File: src/rtl/pe_pkg.sv
// pe_pkg: shared PE constants, algorithm select encoding and modulus lookup
package pe_pkg;
    localparam int Q_KYBER     = 3329;
    localparam int Q_DILITHIUM = 8380417;
    localparam int COEF_W      = 23;

    typedef enum logic {
        ALG_KYBER     = 1'b0,
        ALG_DILITHIUM = 1'b1
    } alg_t;

    function automatic logic [COEF_W-1:0] q_of(input alg_t alg);
        return (alg == ALG_DILITHIUM) ? COEF_W'(Q_DILITHIUM) : COEF_W'(Q_KYBER);
    endfunction
endpackage

File: src/rtl/mod_addsub.sv
// mod_addsub: combinational (a+b) mod q and (a-b) mod q for Kyber or Dilithium q
module mod_addsub
    import pe_pkg::*;
#(
    parameter int W = COEF_W
) (
    input  logic [W-1:0] a,
    input  logic [W-1:0] b,
    input  logic         select,
    output logic [W-1:0] sum_mod,
    output logic [W-1:0] diff_mod
);
    logic [W-1:0] am, bm, q;
    logic [W:0]   sum, diff;

    // Kyber operands live in the low 12 bits; one conditional correction each way
    always_comb begin
        q        = W'(q_of(alg_t'(select)));
        am       = select ? a : {{(W-12){1'b0}}, a[11:0]};
        bm       = select ? b : {{(W-12){1'b0}}, b[11:0]};
        sum      = {1'b0, am} + {1'b0, bm};
        diff     = {1'b0, am} - {1'b0, bm};
        sum_mod  = (sum >= {1'b0, q}) ? W'(sum - {1'b0, q}) : sum[W-1:0];
        diff_mod = diff[W] ? W'(diff + {1'b0, q}) : diff[W-1:0];
    end
endmodule

File: src/rtl/ct_bfly_post.sv
// ct_bfly_post: two-stage valid/ready Cooley-Tukey butterfly (x=a+wb, y=a-wb mod q).
// Optional BFLY_HALVE_EN adds halve_i, scaling x and y by 2^-1 mod q for inverse NTT.
module ct_bfly_post
    import pe_pkg::*;
#(
    parameter int COEF_W = 23,
    parameter int TAG_W  = 8
) (
    input  logic              clk_i,
    input  logic              rst_i,
    input  logic              valid_i,
    output logic              ready_o,
    input  logic [COEF_W-1:0] a_i,
    input  logic [COEF_W-1:0] wb_i,
    input  logic              select_i,
    input  logic [TAG_W-1:0]  tag_i,
`ifdef BFLY_HALVE_EN
    input  logic              halve_i,
`endif
    output logic              valid_o,
    input  logic              ready_i,
    output logic [COEF_W-1:0] x_o,
    output logic [COEF_W-1:0] y_o,
    output logic              select_o,
    output logic [TAG_W-1:0]  tag_o
);
    logic              v1;
    logic [COEF_W-1:0] a1, wb1;
    logic              sel1;
    logic [TAG_W-1:0]  tag1;
    logic [COEF_W-1:0] xs, ys, xn, yn;
    logic              s1_load, s2_load;

    assign s2_load = !valid_o || ready_i;
    assign s1_load = !v1 || s2_load;
    assign ready_o = s1_load;

    mod_addsub #(.W(COEF_W)) u_addsub (
        .a        (a1),
        .b        (wb1),
        .select   (sel1),
        .sum_mod  (xs),
        .diff_mod (ys)
    );

`ifdef BFLY_HALVE_EN
    logic h1;

    function automatic logic [COEF_W-1:0] half(input logic [COEF_W-1:0] v, input logic sel);
        logic [COEF_W:0] t;
        t = {1'b0, v} + (v[0] ? {1'b0, COEF_W'(q_of(alg_t'(sel)))} : '0);
        return t[COEF_W:1];
    endfunction

    assign xn = h1 ? half(xs, sel1) : xs;
    assign yn = h1 ? half(ys, sel1) : ys;

    // halve flag travels alongside the S1 operands
    always_ff @(posedge clk_i or posedge rst_i) begin
        if (rst_i) h1 <= 1'b0;
        else if (s1_load && valid_i) h1 <= halve_i;
    end
`else
    assign xn = xs;
    assign yn = ys;
`endif

    // S1: capture operands whenever the stage is empty or draining into S2
    always_ff @(posedge clk_i or posedge rst_i) begin
        if (rst_i) begin
            v1   <= 1'b0;
            a1   <= '0;
            wb1  <= '0;
            sel1 <= 1'b0;
            tag1 <= '0;
        end else if (s1_load) begin
            v1 <= valid_i;
            if (valid_i) begin
                a1   <= a_i;
                wb1  <= wb_i;
                sel1 <= select_i;
                tag1 <= tag_i;
            end
        end
    end

    // S2: register butterfly results; data holds while the output is stalled
    always_ff @(posedge clk_i or posedge rst_i) begin
        if (rst_i) begin
            valid_o  <= 1'b0;
            x_o      <= '0;
            y_o      <= '0;
            select_o <= 1'b0;
            tag_o    <= '0;
        end else if (s2_load) begin
            valid_o <= v1;
            if (v1) begin
                x_o      <= xn;
                y_o      <= yn;
                select_o <= sel1;
                tag_o    <= tag1;
            end
        end
    end
endmodule

File: config.mk
export PLATFORM = sky130hd
export DESIGN_NAME = ct_bfly_post
export DESIGN_NICKNAME = d
export VERILOG_FILES = /design/src/rtl/pe_pkg.sv /design/src/rtl/mod_addsub.sv /design/src/rtl/ct_bfly_post.sv
export SDC_FILE = /design/constraint.sdc
export NUM_CORES = 1
export LEC_CHECK = 0
export BUFFER_PORTS_ARGS = -buffer_cell sky130_fd_sc_hd__buf_4
export CAP_MARGIN = 20
export CELL_PAD_IN_SITES_DETAIL_PLACEMENT = 1
export CELL_PAD_IN_SITES_GLOBAL_PLACEMENT = 1
export CORE_MARGIN = 2
export CORE_UTILIZATION = 45
export CTS_BUF_LIST = sky130_fd_sc_hd__clkbuf_16
export CTS_CLUSTER_DIAMETER = 100
export CTS_CLUSTER_SIZE = 25
export DETAILED_ROUTE_END_ITERATION = 7
export PLACE_DENSITY_LB_ADDON = 0.1
export SYNTH_ARGS = -nofsm -noshare
export SYNTH_HDL_FRONTEND = slang
export SYNTH_SLANG_ARGS = --single-unit
File: constraint.sdc
create_clock -name clk_i -period 5.5 [get_ports clk_i]
set_input_delay 0.55 -clock clk_i [delete_from_list [all_inputs] [get_ports clk_i]]
set_output_delay 0.55 -clock clk_i [all_outputs]
set_load 0.01 [all_outputs]
==> impl_metrics.ini, run 1 <==
[floorplanning]
dieArea_mm2 = 0.0207
die_h_um = 144
ioPinCount = 116
rows = 51
die_w_um = 144
core_mm2 = 0.0193
start_util = 0.455

[final_layout]
finalInstanceArea_mm2 = 0.0102
nFillCells = 2319
drive_gt1_frac = 0.212
syn_to_final_growth_pct = 16.4
diodes = 0
layout.nets = 1245

[timing]
finalSetupViolations = 0
tightest_slew_ns = 0.915
skew_ns = 0.0105
fin_crit_ns = 5.24
slew_headroom = 0.390
drv_slew = 0
max_freq_ghz = 0.191
hold_viol = 0
min_period_over_period = 0.954
setup_slack_ns = 0.255

[synth]
synth.most_common_cell = nand2_1
synthAdderAreaFrac = 0.110
synth.top_cells.by_count = nand2_1, dfrtp_1, ha_1
ys_seq_area_frac = 0.319
synth-compound-area-share = 0.199
muxShareOfSynthArea = 0.0763
synth-simple-area-share = 0.184
synthFlopType = dfrtp_1
yosysWarnings = 0
ys_ff_latch = 112
synthXorXnorAreaFrac = 0.0638
synth_top_area_cell = dfrtp_1
ys_types = 76
synth_nets = 1143
syn-mean-instance-area_um2 = 8.72
syn_area_mm2 = 0.00879
synth_top_area_share = 0.319
synth-edff-count = 0
synthArstFlopShare = 1.00
synth.area.top_cells = dfrtp_1, ha_1, mux2_2
synthCells = 1008
synth_top_family_by_area = compound AO/OA/AOI/OAI gates

[route]
ant_nets = 0
first_pass_iters = 6
wire_per_inst_um = 17.9
drt_iter0_drc = 349
wirelength_mm = 24.7
drc_errors = 0
num_vias = 7848
viasPerCell = 5.70

[power]
p_per_area_mw_per_mm2 = 514
ir_drop_v = 0.000198
leakage_nw = 4.68
power.total_w = 0.00526

[status]
status = finished, final reports clean

[cts]
htreeDepth = 3
cts_buffers = 9
cts_root_buf = clkbuf_16
cts.clk_slew.worst_paths_ns = 0.07
cts.sinks = 112
holdBufCountCts = 0
cts.path.max_buffers = 2
cts_tree = done
insertion_delay_ns = 0.36

[critical_path]
required_ns = 5.73
path_delay_family = compound AO/OA/AOI/OAI gates
slowest_stage = ha_1
worstSetupStartpointType = flip-flop
cp-end-kind = flip-flop
path_buf_inv = 0
crit_fanout = 13
crit_arrival_ns = 5.48
worstSetupPathType = flip-flop to flip-flop
path_cells = ha_1 > nor2b_1 > o31ai_1 > a211o_1 > a2111oi_4 > o311a_2 > o31ai_2 > nor4_1 > a311o_1 > ha_1 > nand3_1 > or4_1 > a31o_2 > a31oi_1 > a311oi_1 > a221o_1
max_stage_delay_ns = 0.57
crit_top_cell = ha_1

[grt]
grt_pass1_wl_mm = 40.3
grt_max_degree = 73
antenna_found_initial = 0
grt_usage = 0.245
grt_pass1_vias = 7895
grt_overflow = 0

[place]
hpwl_mm = 19.6
port_buffers = 115
gp_congestion = 0.912
post_dp_cell_area_mm2 = 0.00994
pre_cts_slack_ns = 0.242

[worst_hold_path]
hp-class = input pin to async pin

[run]
cap_violations = 0
## power breakdown
| group | internal (W) | switching, W |
|---|---|---|
| Clock | 0.000299 | 0.000299 |
| Sequential | 0.00107 | 0.000157 |
| Combinational | 0.00145 | 0.00200 |
| Total | 0.00281 | 0.00245 |
## worst reg2reg max path, stage by stage (launching register included)
cell and delay, ns:
dfrtp_1 0.41, ha_1 0.57, nor2b_1 0.10, o31ai_1 0.35, a211o_1 0.25, a2111oi_4 0.10
o311a_2 0.42, o31ai_2 0.39, nor4_1 0.09, a311o_1 0.32, ha_1 0.40, nand3_1 0.10
or4_1 0.50, a31o_2 0.31, a31oi_1 0.37, a311oi_1 0.15, a221o_1 0.28
## state kept, by name, indices dropped and copies added, names as in the netlist
| name | cells |
|---|---|
| y_o | 23 |
| v1 | 1 |
| valid_o | 1 |
| a1 | 23 |
| x_o | 23 |
| sel1 | 1 |
| tag_o | 8 |
| tag1 | 8 |
| wb1 | 23 |
| select_o | 1 |
## final timing paths
kind,start,end,slack (ns),depth (start not counted)
max,a1[3]$_DFFE_PP0P_,x_o[5]$_DFFE_PP0P_,0.26,16
min,rst_i,tag1[7]$_DFFE_PP0P_,0.37,2
max reg2reg,a1[3]$_DFFE_PP0P_,x_o[5]$_DFFE_PP0P_,0.26,16
min reg2reg,tag1[4]$_DFFE_PP0P_,tag_o[4]$_DFFE_PP0P_,0.47,2
max in group asynchronous,rst_i,x_o[19]$_DFFE_PP0P_,4.04,3
min in group clk_i,valid_i,v1$_DFFE_PP0N_,0.41,2
## logic make-up (layout without fill, tap and decap cells)
group | Yosys count | in the layout
compound gates | 255 | 255
flops | 112 | 112
simple gates | 337 | 337
fa+ha+maj | 76 | 76
xor+xnor | 64 | 64
mux | 60 | 60
buf+inv | 104 | 209
## placed cells by master, fill, tap and decap left out, types with 25 or more instances in the layout
cell,count
buf_4,136
nor2_1,60
mux2_2,56
nand3_1,32
inv_1,53
nor3_1,25
a31oi_1,30
a21oi_1,54
xnor2_1,44
o21ai_0,36
ha_1,71
nand2_1,124
dfrtp_1,112
## layout make-up
| type | instances | area (um2) | share of cell area |
|---|---|---|---|
| clock inverters | 5 | 27.5 | 0.00269 |
| multi-input cells | 792 | 5600 | 0.547 |
| well taps | 265 | 332 | 0.0324 |
| clock buffers | 9 | 225 | 0.0220 |
| repair buffers | 136 | 1020 | 0.0998 |
| inverters | 59 | 224 | 0.0219 |
| flip-flops and latches | 112 | 2800 | 0.274 |
## stage by stage
| stage | utilization | TNS, ns | hold slack [ns] | instances |
|---|---|---|---|---|
| 2_1_floorplan | - | 0 | 0.433 | 1008 |
| 3_5_place_dp | 0.514 | 0 | 0.463 | 1363 |
| 4_1_cts | 0.527 | 0 | 0.396 | 1377 |
| 3_3_place_gp | 0.514 | 0 | 0.443 | 1363 |
| 5_1_grt | 0.529 | -0.0124 | 0.408 | 1378 |
| 6_report | 0.529 | 0 | 0.373 | 1378 |
## per-layer routing
metal  vias up  wire length, um  GRT usage
li1       3816                -          -
met1      3816            12000      0.345
met2       176            10800      0.384
met3        40             1300     0.0410
met4         0              569     0.0764
met5         -                0          0
## repair_timing
item / CTS / global route
setup endpoints to repair: 0 / 3
setup buffers: 0 / 1
endpoints found under the hold margin: 0 / 0
resized for setup: 0 / 9
Power figures use the tool's default switching activity.
==> run 2: changes to the inputs <==
--- a/config.mk
+++ b/config.mk
@@ -10,11 +10,12 @@
 export CELL_PAD_IN_SITES_DETAIL_PLACEMENT = 1
 export CELL_PAD_IN_SITES_GLOBAL_PLACEMENT = 1
 export CORE_MARGIN = 2
-export CORE_UTILIZATION = 45
-export CTS_BUF_LIST = sky130_fd_sc_hd__clkbuf_16
+export CORE_UTILIZATION = 46
+export CTS_BUF_LIST = sky130_fd_sc_hd__clkbuf_4 sky130_fd_sc_hd__clkbuf_8
 export CTS_CLUSTER_DIAMETER = 100
 export CTS_CLUSTER_SIZE = 25
 export DETAILED_ROUTE_END_ITERATION = 7
+export GPL_TIMING_DRIVEN = 0
 export PLACE_DENSITY_LB_ADDON = 0.1
 export SYNTH_ARGS = -nofsm -noshare
 export SYNTH_HDL_FRONTEND = slang
==> run 2 against run 1 <==
  * Utilization grew 2.4 points
  * Setup slack gained 0.0079 ns
  * Final cell count shrank 0.15%
  * Power grew 0.99%
  * Hold slack lost 0.20 ns
==> impl_metrics.ini, run 2 (synthesized netlist as in run 1, its figures left out) <==
[critical_path]
worstSetupStartpointType = flip-flop
path_cells = inv_1 > ha_1 > nor2b_1 > o31ai_1 > a211o_1 > a2111oi_4 > o311a_2 > o31ai_2 > nor4_1 > a311o_1 > ha_1 > nand3_1 > or4_1 > a31o_2 > buf_4 > and3_4 > buf_6 > or3_1 > a21oi_1
crit_fanout = 10
slowest_stage = or4_1
r2r_slack_ns = 0.26
worstSetupPathType = flip-flop to flip-flop
path_buf_inv = 3
crit_top_cell = ha_1
crit_arrival_ns = 5.56
path_delay_family = compound AO/OA/AOI/OAI gates
required_ns = 5.83
max_stage_delay_ns = 0.54
startpoint = wb1[3]$_DFFE_PP0P_
cp-end-kind = flip-flop
r2r-start = wb1[3]$_DFFE_PP0P_

[floorplanning]
dieArea_mm2 = 0.0202
die_h_um = 142
core_mm2 = 0.0187
ioPinCount = 116
rows = 50
die_w_um = 142
start_util = 0.470

[timing]
tightest_slew_ns = 0.803
slew_headroom = 0.464
min_period_over_period = 0.952
holdWs_ns = 0.173
drv_slew = 0
max_freq_ghz = 0.191
fin_crit_ns = 5.24
setup_slack_ns = 0.263
hold_viol = 0
finalSetupViolations = 0
skew_ns = 0.0198

[power]
ir_drop_v = 0.000168
leakage_nw = 4.70
p_per_area_mw_per_mm2 = 514

[cts]
cts_tree = done
cts_root_buf = clkbuf_8
cts.sinks = 112
cts.clk_slew.worst_paths_ns = 0.11
cts.path.max_buffers = 2
cts_buffers = 9
insertion_delay_ns = 0.41
htreeDepth = 3

[final_layout]
final_cells = 1376
diodes = 0
nFillCells = 2242
drive_gt1_frac = 0.219
layout.nets = 1272
finalInstanceArea_mm2 = 0.0103
layout_common_cells = nand2_1, buf_4, dfrtp_1, ha_1, nor2_1
syn_to_final_growth_pct = 17.7
final_util = 0.553

[route]
wirelength_mm = 27.0
drt_iter0_drc = 349
wire_per_inst_um = 19.6
viasPerCell = 5.85
drc_errors = 0
first_pass_iters = 5
num_vias = 8048
ant_nets = 0

[place]
place_inst = 1358
port_buffers = 115
gp_congestion = 0.965
hpwl_mm = 21.5
pre_cts_slack_ns = -1.10
post_dp_cell_area_mm2 = 0.00998

[grt]
grt_pass1_wl_mm = 42.8
grt_max_degree = 61
antenna_found_initial = 0
grt_pass1_vias = 8250
grt_overflow = 0
grt_usage = 0.270

[run]
cap_violations = 0

[status]
status = finished, final reports clean

[worst_hold_path]
hp-class = input pin to async pin
[run 2: cell count changes in the layout (fill, tap and decap cells not counted), moves of 5 or more]
cell,change
clkbuf_8,+9
clkbuf_16,-9
inv_6,+5
buf_4,-10
buf_2,+7
clkbuf_1,+21
[run 2: path summary, 6_finish.rpt]
| path | cells past startpoint | endpoint |
|---|---|---|
| setup / recovery | 19 | x_o[11]$_DFFE_PP0P_ |
| hold / removal | 2 | tag1[3]$_DFFE_PP0P_ |
| setup reg to reg | 19 | x_o[11]$_DFFE_PP0P_ |
| hold reg to reg | 2 | y_o[12]$_DFFE_PP0P_ |
| max in group asynchronous | 3 | x_o[11]$_DFFE_PP0P_ |
| min in group clk_i | 2 | v1$_DFFE_PP0N_ |
[run 2: area by class of cell]
type	count	area, um2	area share
multi-input combinational	792	5680	0.549
sequential	112	2810	0.271
clock inverter	7	83.8	0.00810
clock buffer	9	124	0.0120
buffer	39	180	0.0174
timing repair buffer	124	951	0.0919
inverter	59	226	0.0219
tap	234	293	0.0283
[run 2: where the power goes]
| part | leakage (nW) | internal, W | switching (W) | total (W) |
|---|---|---|---|---|
| registers | 1.32 | 0.00107 | 0.000154 | 0.00122 |
| clock network | 0.103 | 0.000221 | 0.000320 | 0.000541 |
| logic | 3.28 | 0.00148 | 0.00208 | 0.00356 |
[run 2: timing repair]
action | in CTS | in global routing
setup endpoints to repair | 24 | 24
hold buffers | 0 | 0
setup buffers | 7 | 1
hold endpoints to repair | 0 | 0
gates resized for setup | 10 | 19
pin swaps | 2 | 3
[run 2: layer usage]
metal,global-route usage,part of all wire,up-vias
li1,-,-,3879
met1,0.353,0.46,3951
met2,0.460,0.47,183
met3,0.0414,0.044,35
met4,0.0816,0.022,0
met5,0,0,-
[run 2: metrics by stage]
stage / setup TNS, ns / total power (W)
floorplan: 0 / 0.00357
CTS: 0 / 0.00525
global placement: -17.97 / 0.00453
detailed placement: -18.48 / 0.00463
finish: 0 / 0.00532
global route: -0.0103 / 0.00572
==> run 3: changes to the inputs <==
--- a/config.mk
+++ b/config.mk
@@ -5,16 +5,15 @@
 export SDC_FILE = /design/constraint.sdc
 export NUM_CORES = 1
 export LEC_CHECK = 0
-export BUFFER_PORTS_ARGS = -buffer_cell sky130_fd_sc_hd__buf_4
 export CAP_MARGIN = 20
 export CELL_PAD_IN_SITES_DETAIL_PLACEMENT = 1
 export CELL_PAD_IN_SITES_GLOBAL_PLACEMENT = 1
-export CORE_MARGIN = 2
-export CORE_UTILIZATION = 46
+export CORE_UTILIZATION = 51
 export CTS_BUF_LIST = sky130_fd_sc_hd__clkbuf_4 sky130_fd_sc_hd__clkbuf_8
 export CTS_CLUSTER_DIAMETER = 100
 export CTS_CLUSTER_SIZE = 25
 export DETAILED_ROUTE_END_ITERATION = 7
+export DONT_BUFFER_PORTS = 1
 export GPL_TIMING_DRIVEN = 0
 export PLACE_DENSITY_LB_ADDON = 0.1
 export SYNTH_ARGS = -nofsm -noshare
==> run 3 against run 2 <==
  * Wire length down 0.57%
  * Non-clock buffer count down 117
  * Setup slack worse by 0.037 ns
  * Clock skew up 0.0058 ns
  * Final cell count down 9.5%
  * Critical path type unchanged
  * Critical endpoint is now x_o[16]$_DFFE_PP0P_
  * Sequential share of layout area up 2.5 points
  * Power down 4.6%
==> impl_metrics.ini, run 3 (synthesized netlist as in run 1, its figures left out) <==
[critical_path]
crit_arrival_ns = 5.62
worstSetupPathType = flip-flop to flip-flop
crit_fanout = 10
worstSetupStartpointType = flip-flop
reg2reg_depth = 19
r2r-start = a1[8]$_DFFE_PP0P_
r2r_slack_ns = 0.23
cp-end-kind = flip-flop
required_ns = 5.85
regToRegEndpoint = x_o[16]$_DFFE_PP0P_
startpoint = a1[8]$_DFFE_PP0P_

[place]
pre_cts_slack_ns = -1.22
gp_congestion = 0.919
hpwl_mm = 21.3
port_buffers = 0

[cts]
cts.clk_slew.worst_paths_ns = 0.13
cts.path.max_buffers = 2
cts_buffers = 9
insertion_delay_ns = 0.42
cts_tree = done
cts_root_buf = clkbuf_8
htreeDepth = 3
cts.sinks = 112

[timing]
setup_slack_ns = 0.227
drv_slew = 0
finalSetupViolations = 0
fin_crit_ns = 5.27
tightest_slew_ns = 0.870
slew_headroom = 0.420
hold_viol = 0
holdWs_ns = 0.0938
skew_ns = 0.0256
min_period_over_period = 0.959
max_freq_ghz = 0.190
rsz0062_at_grt = true

[power]
ir_drop_v = 0.000207
leakage_nw = 4.14
p_per_area_mw_per_mm2 = 536

[grt]
grt_pass1_vias = 7987
grt_overflow = 0
grt_usage = 0.310
grt_max_degree = 63
antenna_found_initial = 0
grt_pass1_wl_mm = 42.6

[status]
status = finished, final reports clean

[route]
ant_nets = 0
drc_errors = 0
wirelength_mm = 26.9
num_vias = 7694
wire_per_inst_um = 21.6
first_pass_iters = 5
drt_iter0_drc = 363
viasPerCell = 6.18

[floorplanning]
die_w_um = 133
start_util = 0.526
ioPinCount = 116
die_h_um = 133
dieArea_mm2 = 0.0178
rows = 47
core_mm2 = 0.0167

[worst_hold_path]
hp-class = input pin to async pin

[final_layout]
final_util = 0.567
layout_common_cells = nand2_1, dfrtp_1, ha_1, nor2_1, mux2_2
diodes = 0
drive_gt1_frac = 0.129
layout.nets = 1155
nFillCells = 1973
final_common_cell = nand2_1
syn_to_final_growth_pct = 7.69

[run]
cap_violations = 0
==> run 3: cell types whose count changed in the layout (fill, tap and decap cells not counted), sizes merged <==
cell / delta
buf: -117
inv: -3
bufinv: +1
clkbuf: +1
clkinv: +1
==> run 3: timing repair <==
item,CTS,global route
resized for setup,13,17
pin swaps,2,1
buffers inserted,4,1
cloned,0,0
setup endpoints to repair,24,22
hold buffers,0,0
==> run 3: metrics by stage <==
stage          cells  setup TNS, ns  total power [W]  instance area (um2)
2_1_floorplan   1008              0          0.00357                 8790
3_3_place_gp    1228         -17.76          0.00424                 9060
3_5_place_dp    1229         -21.18          0.00435                 9090
4_1_cts         1248              0          0.00499                 9400
5_1_grt         1245              0          0.00546                 9460
6_report        1245              0          0.00507                 9460
==> run 3: routing by layer <==
metal,global-route usage,vias to the layer above,part of all wire
met5,0,-,0
met4,0.129,0,0.033
met3,0.0453,46,0.054
met2,0.510,210,0.46
met1,0.409,3804,0.45
li1,-,3634,-
==> run 3: power by group <==
part           total (W)  leakage (nW)  switching [W]  internal, W
clock           0.000586         0.113       0.000314     0.000272
combinational    0.00315          2.71        0.00192      0.00122
sequential       0.00134          1.32       0.000272      0.00107
==> run 3: how the worst max path moves through the flow <==
stage | to | slack [ns]
after global placement | y_o[22]$_DFFE_PP0P_ | -1.00
after floorplan | y_o[22]$_DFFE_PP0P_ | 0.41
final | x_o[16]$_DFFE_PP0P_ | 0.23
after global routing | x_o[16]$_DFFE_PP0P_ | 0.01
after CTS | x_o[12]$_DFFE_PP0P_ | 0.02
after detailed placement | y_o[22]$_DFFE_PP0P_ | -1.22
==> run 3: final cells by class <==
type / count / area (um2) / share of cell area
tap: 220 / 275 / 0.0291
timing repair buffer: 6 / 65.1 / 0.00687
sequential: 112 / 2810 / 0.297
clock buffer: 10 / 138 / 0.0145
multi-input combinational: 792 / 5680 / 0.600
clock inverter: 6 / 90.1 / 0.00952
inverter: 59 / 224 / 0.0237
buffer: 40 / 183 / 0.0193
==> run 3: worst max-delay path, cell delays in order (launching register included) <==
cell and delay, ns:
dfrtp_1 0.42, ha_1 0.28, buf_2 0.18, inv_2 0.09, a21oi_1 0.28, and2_1 0.27
a2111oi_4 0.10, o311a_2 0.42, o31ai_2 0.44, nor4_1 0.09, a311o_1 0.33, ha_1 0.42
nand3_1 0.12, or4_1 0.53, a31o_2 0.23, buf_4 0.17, and3_4 0.18, buf_6 0.13
or3b_1 0.38, a21oi_1 0.14
